===== src/rtl/fc_pkg.sv =====
// -----------------------------------------------------------------------------
// fc_pkg
// Shared types and width helpers for the parallel fully-connected layer.
//   fc_state_t      : control FSM states (load x, multiply-accumulate, drain)
//   cnt_width()     : counter/index width with a floor of one bit
//   acc_width()     : lane accumulator width, wide enough that N full-scale
//                     products cannot overflow
//   addr_width()    : weight ROM address width for M/P row groups of N words
// -----------------------------------------------------------------------------
package fc_pkg;

  typedef enum logic [1:0] {
    S_LOAD = 2'd0,
    S_MAC  = 2'd1,
    S_OUT  = 2'd2
  } fc_state_t;

  // Bits needed to index v items; never less than one bit.
  function automatic int cnt_width(input int v);
    return (v <= 2) ? 1 : $clog2(v);
  endfunction

  // A T x T signed product needs 2T bits; summing N of them adds clog2(N).
  function automatic int acc_width(input int t, input int n);
    return (2 * t) + $clog2(n);
  endfunction

  function automatic int addr_width(input int m, input int p, input int n);
    return cnt_width((m / p) * n);
  endfunction

endpackage


===== src/rtl/fc_mac_lane.sv =====
// -----------------------------------------------------------------------------
// fc_mac_lane
// One MAC lane: signed multiply, accumulate over N columns, then saturate to
// T bits (and optionally clamp negatives to zero) into a held result register.
// Ports:
//   clk, reset : clock, asynchronous active-low reset
//   clr        : clear the accumulator (start of a row group)
//   en         : accumulate w*x this cycle
//   cap        : capture saturated (acc + w*x) into the result register
//   w, x       : signed weight and input element
//   res        : held saturated result
// -----------------------------------------------------------------------------
module fc_mac_lane
  import fc_pkg::*;
#(
  parameter int N    = 8,
  parameter int T    = 16,
  parameter int RELU = 0
) (
  input  logic                clk,
  input  logic                reset,
  input  logic                clr,
  input  logic                en,
  input  logic                cap,
  input  logic signed [T-1:0] w,
  input  logic signed [T-1:0] x,
  output logic signed [T-1:0] res
);

  localparam int ACC_W = acc_width(T, N);
  localparam logic signed [ACC_W-1:0] SAT_MAX = {{(ACC_W - T + 1){1'b0}}, {(T - 1){1'b1}}};
  localparam logic signed [ACC_W-1:0] SAT_MIN = {{(ACC_W - T + 1){1'b1}}, {(T - 1){1'b0}}};

  logic signed [2*T-1:0]   prod_s;
  logic signed [ACC_W-1:0] acc_sum_s;
  logic signed [ACC_W-1:0] acc_r;
  logic signed [T-1:0]     res_r;

  // Clamp the wide sum into T bits, then apply the optional ReLU.
  function automatic logic signed [T-1:0] sat_relu(input logic signed [ACC_W-1:0] v);
    logic signed [T-1:0] r;
    if (v > SAT_MAX) begin
      r = SAT_MAX[T-1:0];
    end else if (v < SAT_MIN) begin
      r = SAT_MIN[T-1:0];
    end else begin
      r = T'(v);
    end
    if ((RELU != 0) && r[T-1]) begin
      r = '0;
    end else begin
      r = r;
    end
    return r;
  endfunction

  // Product and running sum; cap uses the sum so the final column is included.
  always_comb begin
    prod_s    = w * x;
    acc_sum_s = acc_r + ACC_W'(prod_s);
  end

  // Accumulator and held result register.
  always_ff @(posedge clk or negedge reset) begin
    if (!reset) begin
      acc_r <= '0;
      res_r <= '0;
    end else begin
      if (clr) begin
        acc_r <= '0;
      end else if (en) begin
        acc_r <= acc_sum_s;
      end else begin
        acc_r <= acc_r;
      end
      if (cap) begin
        res_r <= sat_relu(acc_sum_s);
      end else begin
        res_r <= res_r;
      end
    end
  end

  assign res = res_r;

endmodule


===== src/rtl/fc_par_layer.sv =====
// -----------------------------------------------------------------------------
// fc_par_layer
// Fully-connected layer y = sat(W*x) with P parallel MAC lanes. An N-word x
// vector is loaded, then each group of P rows is accumulated over N columns
// and streamed out lane by lane.
// Ports:
//   clk, reset                 : clock, asynchronous active-low reset
//   input_valid/ready/data     : x stream, x[0] first
//   output_valid/ready/data    : y stream, y[0] first
//   addr_w                     : weight ROM address g*N + k
//   w_data                     : ROM word (1-cycle read), lane p in [p*T +: T]
// -----------------------------------------------------------------------------
module fc_par_layer
  import fc_pkg::*;
#(
  parameter int M    = 8,
  parameter int N    = 8,
  parameter int T    = 16,
  parameter int P    = 2,
  parameter int RELU = 0
) (
  input  logic                          clk,
  input  logic                          reset,
  input  logic                          input_valid,
  output logic                          input_ready,
  input  logic [T-1:0]                  input_data,
  output logic                          output_valid,
  input  logic                          output_ready,
  output logic [T-1:0]                  output_data,
  output logic [addr_width(M,P,N)-1:0]  addr_w,
  input  logic [P*T-1:0]                w_data
);

  localparam int G  = M / P;
  localparam int AW = addr_width(M, P, N);
  localparam int XW = cnt_width(N);
  localparam int CW = cnt_width(N + 1);
  localparam int LW = cnt_width(P);
  localparam int GW = cnt_width(G);

  localparam logic [XW-1:0] K_LAST = XW'(N - 1);
  localparam logic [CW-1:0] C_LAST = CW'(N);
  localparam logic [LW-1:0] L_LAST = LW'(P - 1);
  localparam logic [GW-1:0] G_LAST = GW'(G - 1);

  if (M % P != 0) begin : g_bad_p
    $error("fc_par_layer: M must be a multiple of P");
  end

  fc_state_t           state_r;
  fc_state_t           state_next_s;
  logic [XW-1:0]       k_r;
  logic [CW-1:0]       c_r;
  logic [LW-1:0]       lane_r;
  logic [GW-1:0]       g_r;
  logic                accept_s;
  logic                out_fire_s;
  logic                clr_s;
  logic                en_s;
  logic                cap_s;
  logic [XW-1:0]       mem_addr_s;
  logic [T-1:0]        xbuf_r [N];
  logic [T-1:0]        x_q_r;
  logic signed [T-1:0] res_s [P];

  assign input_ready  = (state_r == S_LOAD);
  assign output_valid = (state_r == S_OUT);
  assign accept_s     = input_valid && (state_r == S_LOAD);
  assign out_fire_s   = output_valid && output_ready;

  // Clear on any entry into S_MAC; cycle 0 only issues reads, cycles 1..N add.
  assign clr_s = (state_next_s == S_MAC) && (state_r != S_MAC);
  assign en_s  = (state_r == S_MAC) && (c_r != '0);
  assign cap_s = (state_r == S_MAC) && (c_r == C_LAST);

  // Next-state logic.
  always_comb begin
    state_next_s = state_r;
    case (state_r)
      S_LOAD: begin
        if (accept_s && (k_r == K_LAST)) begin
          state_next_s = S_MAC;
        end else begin
          state_next_s = S_LOAD;
        end
      end
      S_MAC: begin
        if (c_r == C_LAST) begin
          state_next_s = S_OUT;
        end else begin
          state_next_s = S_MAC;
        end
      end
      S_OUT: begin
        if (out_fire_s && (lane_r == L_LAST)) begin
          if (g_r == G_LAST) begin
            state_next_s = S_LOAD;
          end else begin
            state_next_s = S_MAC;
          end
        end else begin
          state_next_s = S_OUT;
        end
      end
      default: state_next_s = S_LOAD;
    endcase
  end

  // State register and the k / c / lane / g counters, each wrapping at its end.
  always_ff @(posedge clk or negedge reset) begin
    if (!reset) begin
      state_r <= S_LOAD;
      k_r     <= '0;
      c_r     <= '0;
      lane_r  <= '0;
      g_r     <= '0;
    end else begin
      state_r <= state_next_s;
      case (state_r)
        S_LOAD: begin
          if (accept_s) begin
            k_r <= (k_r == K_LAST) ? '0 : k_r + 1'b1;
          end else begin
            k_r <= k_r;
          end
        end
        S_MAC: begin
          c_r <= (c_r == C_LAST) ? '0 : c_r + 1'b1;
        end
        S_OUT: begin
          if (out_fire_s) begin
            if (lane_r == L_LAST) begin
              lane_r <= '0;
              g_r    <= (g_r == G_LAST) ? '0 : g_r + 1'b1;
            end else begin
              lane_r <= lane_r + 1'b1;
            end
          end else begin
            lane_r <= lane_r;
          end
        end
        default: begin
          k_r <= '0;
        end
      endcase
    end
  end

  // Single x-buffer port: write index k while loading, read index c while
  // accumulating. The terminal MAC cycle reads nothing useful.
  always_comb begin
    if (state_r == S_LOAD) begin
      mem_addr_s = k_r;
    end else if (c_r != C_LAST) begin
      mem_addr_s = XW'(c_r);
    end else begin
      mem_addr_s = '0;
    end
  end

  // x buffer with registered read; contents are deliberately not reset.
  always_ff @(posedge clk) begin
    if (accept_s) begin
      xbuf_r[mem_addr_s] <= input_data;
    end
    x_q_r <= xbuf_r[mem_addr_s];
  end

  // Weight address follows the x read index so both arrive together next cycle.
  always_comb begin
    if ((state_r == S_MAC) && (c_r != C_LAST)) begin
      addr_w = (AW'(g_r) * AW'(N)) + AW'(c_r);
    end else begin
      addr_w = '0;
    end
  end

  for (genvar p = 0; p < P; p++) begin : g_lane
    fc_mac_lane #(
      .N    (N),
      .T    (T),
      .RELU (RELU)
    ) u_lane (
      .clk   (clk),
      .reset (reset),
      .clr   (clr_s),
      .en    (en_s),
      .cap   (cap_s),
      .w     ($signed(w_data[p*T +: T])),
      .x     ($signed(x_q_r)),
      .res   (res_s[p])
    );
  end

  // Present the held lane results in lane order while draining.
  always_comb begin
    if (state_r == S_OUT) begin
      output_data = res_s[lane_r];
    end else begin
      output_data = '0;
    end
  end

endmodule


===== config.mk =====
export PLATFORM = sky130hd
export DESIGN_NAME = fc_par_layer
export DESIGN_NICKNAME = d
export VERILOG_FILES = /design/src/rtl/fc_pkg.sv /design/src/rtl/fc_mac_lane.sv /design/src/rtl/fc_par_layer.sv
export SDC_FILE = /design/constraint.sdc
export NUM_CORES = 2
export LEC_CHECK = 0
export CORE_AREA = 2 2 249 349
export CTS_CLUSTER_SIZE = 30
export DETAILED_ROUTE_END_ITERATION = 10
export DIE_AREA = 0 0 251 351
export PLACE_DENSITY = 0.51
export SLEW_MARGIN = 20
export SYNTH_ARGS = -nofsm -noshare
export SYNTH_HDL_FRONTEND = slang
export SYNTH_SLANG_ARGS = --single-unit
export TNS_END_PERCENT = 10

===== constraint.sdc =====
create_clock -name clk -period 10.2 [get_ports clk]
set_clock_uncertainty 0.15 [all_clocks]
set_input_delay 2.55 -clock clk [delete_from_list [all_inputs] [get_ports clk]]
set_output_delay 2.55 -clock clk [all_outputs]
set_load 0.02 [all_outputs]

Word level (Yosys, flattened, before mapping) --
Memory sizes are Yosys's and may differ from the RTL's. A register that Yosys moved wholly into a read port is not among the register bits. Index checks and enable logic that the tools add are counted.
Storage, ports and cells: register bits 114, memory bits (writable) 128, input bits 52, output and inout bits 23, word-level logic and storage cells 78, memories 1
Operators by class: add/subtract/negate cells 7, multipliers 2, order comparisons 5, equality and inequality tests 9, mux-type cells 28, bitwise logic cells 2, reduce and logical (&&, ||, !) cells 15
Memory list:
- xbuf_r | depth 8, width 16, rd ports 1, clocked after Yosys merged registers in 1, write ports 1, line fc_par_layer.sv:62 | logic [T-1:0] xbuf_r [N];
Operators by type and width (number):
- 35-bit two-way mux | 4
- 16-bit two-way mux | 8
- 35-bit by 32-bit adder with 35-bit output | 2
- 35-bit by 16-bit > comparator with 1-bit output (second input constant) | 2
- 35-bit by 16-bit < comparator with 1-bit output (second input constant) | 2
- 16-bit by 16-bit multiplier with 32-bit output | 2
- 3-bit two-way mux | 4
- 1-bit logical AND | 8
- 2-bit two-way mux | 3
- 2-bit case mux with 3 select lines | 1
- 3-bit case mux with 2 select lines | 1
- 5-bit by 4-bit adder with 5-bit output | 1
- 1-bit two-way mux | 5
- 5-bit two-way mux | 1
- 4-bit by 1-bit adder with 4-bit output (second input constant) | 1
- 2-bit by 1-bit equality test with 1-bit output (second input constant) | 2
- 2-bit equality test (second input constant) | 2
- 4-bit equality test (second input constant) | 1
- 4-bit two-way mux | 1
- 2-bit by 1-bit != test with 1-bit output (second input constant) | 2
- 4-bit != test (second input constant) | 1
- 2-bit AND reduction | 2
- 4-bit nonzero test | 1
- 3-bit by 1-bit adder with 3-bit output (second input constant) | 1
- other kinds (10) | 10

Logic depth before layout (Yosys ltp) --
depth after elaboration 8, gate-level depth with buffers 26, depth with buffers taken out 24

By module --
Synthesis repeated with hierarchy kept, for this count alone.
Second synthesis, totals: cell total of the unflattened synthesis 3539, area total of the unflattened synthesis 34778.4 um^2
By module, submodules not included:
- fc_mac_lane at g_lane[0].u_lane | instances 1, cells an instance 1554, area an instance 14296.2 um^2
- fc_mac_lane at g_lane[1].u_lane | instances 1, cells an instance 1505, area an instance 14031.0 um^2
- fc_par_layer | instances 1, cells an instance 480, area an instance 6451.2 um^2

Least setup slack after synthesis --
No wires, ideal clock.
kind input -> register, start input port w_data[31], end register g_lane[1].u_lane.res_r[10], setup time 0.142 ns, arrival 9.117 ns, path slack 0.791 ns, stages on the path 23, cell sequence clkbuf_1 > nand2_1 > inv_1 > fa_1 > fa_1 > fa_1 > fa_1 > fa_1 > inv_1 > fa_1 > inv_1 > ha_1 > clkbuf_1 > nand2_1 > o21ai_0 > o21ai_0 > a32oi_1 > a31oi_1 > xnor2_1 > or4_4 > o41ai_4 > buf_6 > o221ai_2
Between the ends: longest elaborated chain between the ends 5, elaborated cells on any way between the ends 6
Ends and longest elaborated chain:
- start: declaration | line fc_par_layer.sv:31 | input logic [P*T-1:0] w_data
- 16-bit by 16-bit multiplier with 32-bit output * | line fc_mac_lane.sv:59 | prod_s = w * x;
- 35-bit by 32-bit adder with 35-bit output * | line fc_mac_lane.sv:60 | acc_sum_s = acc_r + ACC_W'(prod_s);
- 35-bit by 16-bit < comparator with 1-bit output | line fc_mac_lane.sv:44 | end else if (v < SAT_MIN) begin
- 16-bit two-way mux | line fc_mac_lane.sv:44
- 16-bit two-way mux * | line fc_mac_lane.sv:42 | if (v > SAT_MAX) begin
- end signal: assignment | line fc_mac_lane.sv:77 | res_r <= sat_relu(acc_sum_s);
- end signal: assignment | line fc_mac_lane.sv:79 | res_r <= res_r;
- end: declaration | line fc_mac_lane.sv:37 | logic signed [T-1:0] res_r;
Every way passes the cells marked *; elsewhere a longest branch is shown, timed or not. A chain may end at the register's enable or synchronous reset.

Final worst setup path --
start input port w_data[23], end register g_lane[1].u_lane.res_r[0]
The elaborated chain is that of the path after synthesis.

==> flow_metrics.tcl <==
set metrics [dict create \
    hold_viol 0 \
    timing.final.crit_period_ps 9800 \
    clock_path_buffers 3 \
    track_usage 0.214 \
    htreeDepth 1 \
    nets 4340 \
    hold_buffers 0 \
    synth_area_per_cell_um2 10.3 \
    ys_top_cells_by_area "fa_1, edfxtp_1, dfrtp_1" \
    crit_fanout 5 \
    drc 0 \
    tritoncts "built" \
    endpoint_kind "flip-flop" \
    viasPerCell 5.08 \
    path_clk_slew_ps 60 \
    diodes 0 \
    grt_antenna_before_repair 4 \
    ios 75 \
    stdcell_count 4567 \
    fmax_mhz 102 \
    rows 127 \
    coreArea_um2 85200 \
    cts-root-buf "clkbuf_16" \
    port_buffers 74 \
    worstPathArrival_ps 10140 \
    vias 23219 \
    synthesis.nets 4166 \
    clock_sinks 258 \
    period_share 0.961 \
    layout_common_cells "inv_1, fa_1, nand2_1, and2_1, ha_1" \
    setup_viol 0 \
    dp.cells 4516 \
    wl_per_cell_um 19.6 \
    dieArea_um2 88100 \
    yosysSeqAreaShare 0.208 \
    synth_edf_count 128 \
    grt-ovfl-total 0 \
    outcome "completed" \
    nFillCells 8173 \
    die_w_um 251 \
    crit_type "in -> reg" \
    hpwlAfterDp_um 73100 \
    syn_inst 3276 \
    final_common_cell "inv_1" \
    ant_nets 0 \
    netlist.top_cell.by_area "fa_1" \
    drive_above_1_share 0.101 \
    numCtsBuffers 28 \
    synth_seq_cells 258 \
    drt_iter0_drc 931 \
    initial_core_util 0.395 \
    drv_cap 0 \
    slew_violations 0 \
    post_cts_buffers 0 \
    area_delta_synth_final_pct 12.9 \
    synth_top_area_frac 0.369 \
    stdcell_area_um2 38000 \
    die_y_um 351 \
    multi_input_area_um2 23500 \
    ctsResizeCount 0 \
    worst_setup_path_start_kind "input port" \
    cp.required_ps 10540 \
    placed_area_um2 37000 \
    synth-main-ff-cell "edfxtp_1" \
    dr.pass1.iters 4 \
    place.gp.congestion 0.906 \
    async_flop_share 0.442 \
    grt_pass1_wl_um 148000 \
    seq_area_um2 7020 \
    netlist_area_um2 33700 \
    grt_pass1_vias 26805 \
    grt_max_degree 71 \
    finalSetupTns_ps 0 \
    clk_latency_ps 600 \
    slew_headroom 0.319 \
    drt-total-wl_um 89600 \
    hp-class "reg -> reg" \
    netlist-cell-type-count 80 \
    grt_setup_unrepaired "no" \
    yosysWarnings 0 \
    worst_slew_pin_slew_ps 1020 \
]
-- layer usage --
layer	track usage	wire, um	vias up
met5	0	17	-
met4	0.0845	3790	2
met3	0.0162	2460	175
met2	0.412	49100	427
met1	0.244	34300	12066
li1	-	-	10549
-- cell usage after synthesis, drive strengths merged, types with 22 or more instances --
library cell / n
inv: 709
fa: 620
nand2: 354
and2: 253
ha: 218
edfxtp: 128
clkbuf: 122
dfrtp: 114
o21ai: 109
nor2: 94
a21oi: 61
xnor2: 49
a22o: 39
mux4: 30
nand3: 27
nor3: 23
mux2i: 22
-- cell type report --
class                   count  share of cell area
clock buffers              29              0.0185
clock inverters            22             0.00668
inverters                 709              0.0700
multi-input cells        2172               0.619
flip-flops and latches    258               0.185
well taps                1096              0.0361
repair buffers            281              0.0649
-- metrics by stage --
| step | setup slack, ps | hold slack [ps] | util |
|---|---|---|---|
| after floorplan | 791 | 299 | - |
| after global placement | -125 | 324 | 0.435 |
| after detailed placement | -223 | 324 | 0.435 |
| after CTS | 380 | 345 | 0.446 |
| after global routing | 136 | 372 | 0.446 |
| final | 400 | 338 | 0.446 |
-- final timing paths --
check | start | endpoint | slack, ps | cells past startpoint
max | w_data[23] | g_lane[1].u_lane.res[0] | 400 | 26
max reg2reg | x_q_r[15] | g_lane[1].u_lane.res[0] | 1970 | 24
min in group asynchronous | reset | c_r[2] | 1850 | 1
max in group asynchronous | reset | g_lane[0].u_lane.acc_r[24] | 6590 | 2
min | g_lane[1].u_lane.res[11] | g_lane[1].u_lane.res[11] | 340 | 2
min reg2reg | g_lane[1].u_lane.res[11] | g_lane[1].u_lane.res[11] | 340 | 2
-- cell families (layout without fill, tap and decap cells) --
| kind of cell | Yosys count | after routing | synth area share |
|---|---|---|---|
| xor gates and xnor gates | 70 | 70 | 0.0182 |
| buffers and inverters | 846 | 1041 | 0.0955 |
| adders and majority gates | 838 | 838 | 0.450 |
| and+or+nand+nor | 841 | 841 | 0.123 |
| DFF | 258 | 258 | 0.208 |
| muxes | 71 | 71 | 0.0330 |
| AOI/OAI and AO/OA | 352 | 352 | 0.0716 |
-- worst max-delay path, cell delays in order --
cell and delay, ps:
clkdlybuf4s50_1 460, buf_4 180, nand2_1 90, fa_1 550
inv_1 50, fa_1 510, inv_1 60, fa_1 530
inv_1 50, fa_1 480, fa_1 500, inv_1 60
fa_1 490, inv_1 40, ha_1 330, a21oi_1 100
o21ai_0 360, mux2_2 380, a311o_1 360, or3b_1 420
or4b_4 500, nor4_4 420, buf_4 190, nor3_1 50
buf_4 180, a211oi_1 220
-- sequential cells by signal (all words and copies together) (netlist names) --
name and cells:
state_r 2, g_lane.u_lane.acc_r 70, c_r 4, lane_r 1
k_r 3, xbuf_r 128, x_q_r 16, g_r 2
g_lane.u_lane.res 32
Power is not shown: default switching activity piles up to over one toggle a cycle in this logic, so the estimate is an artifact.
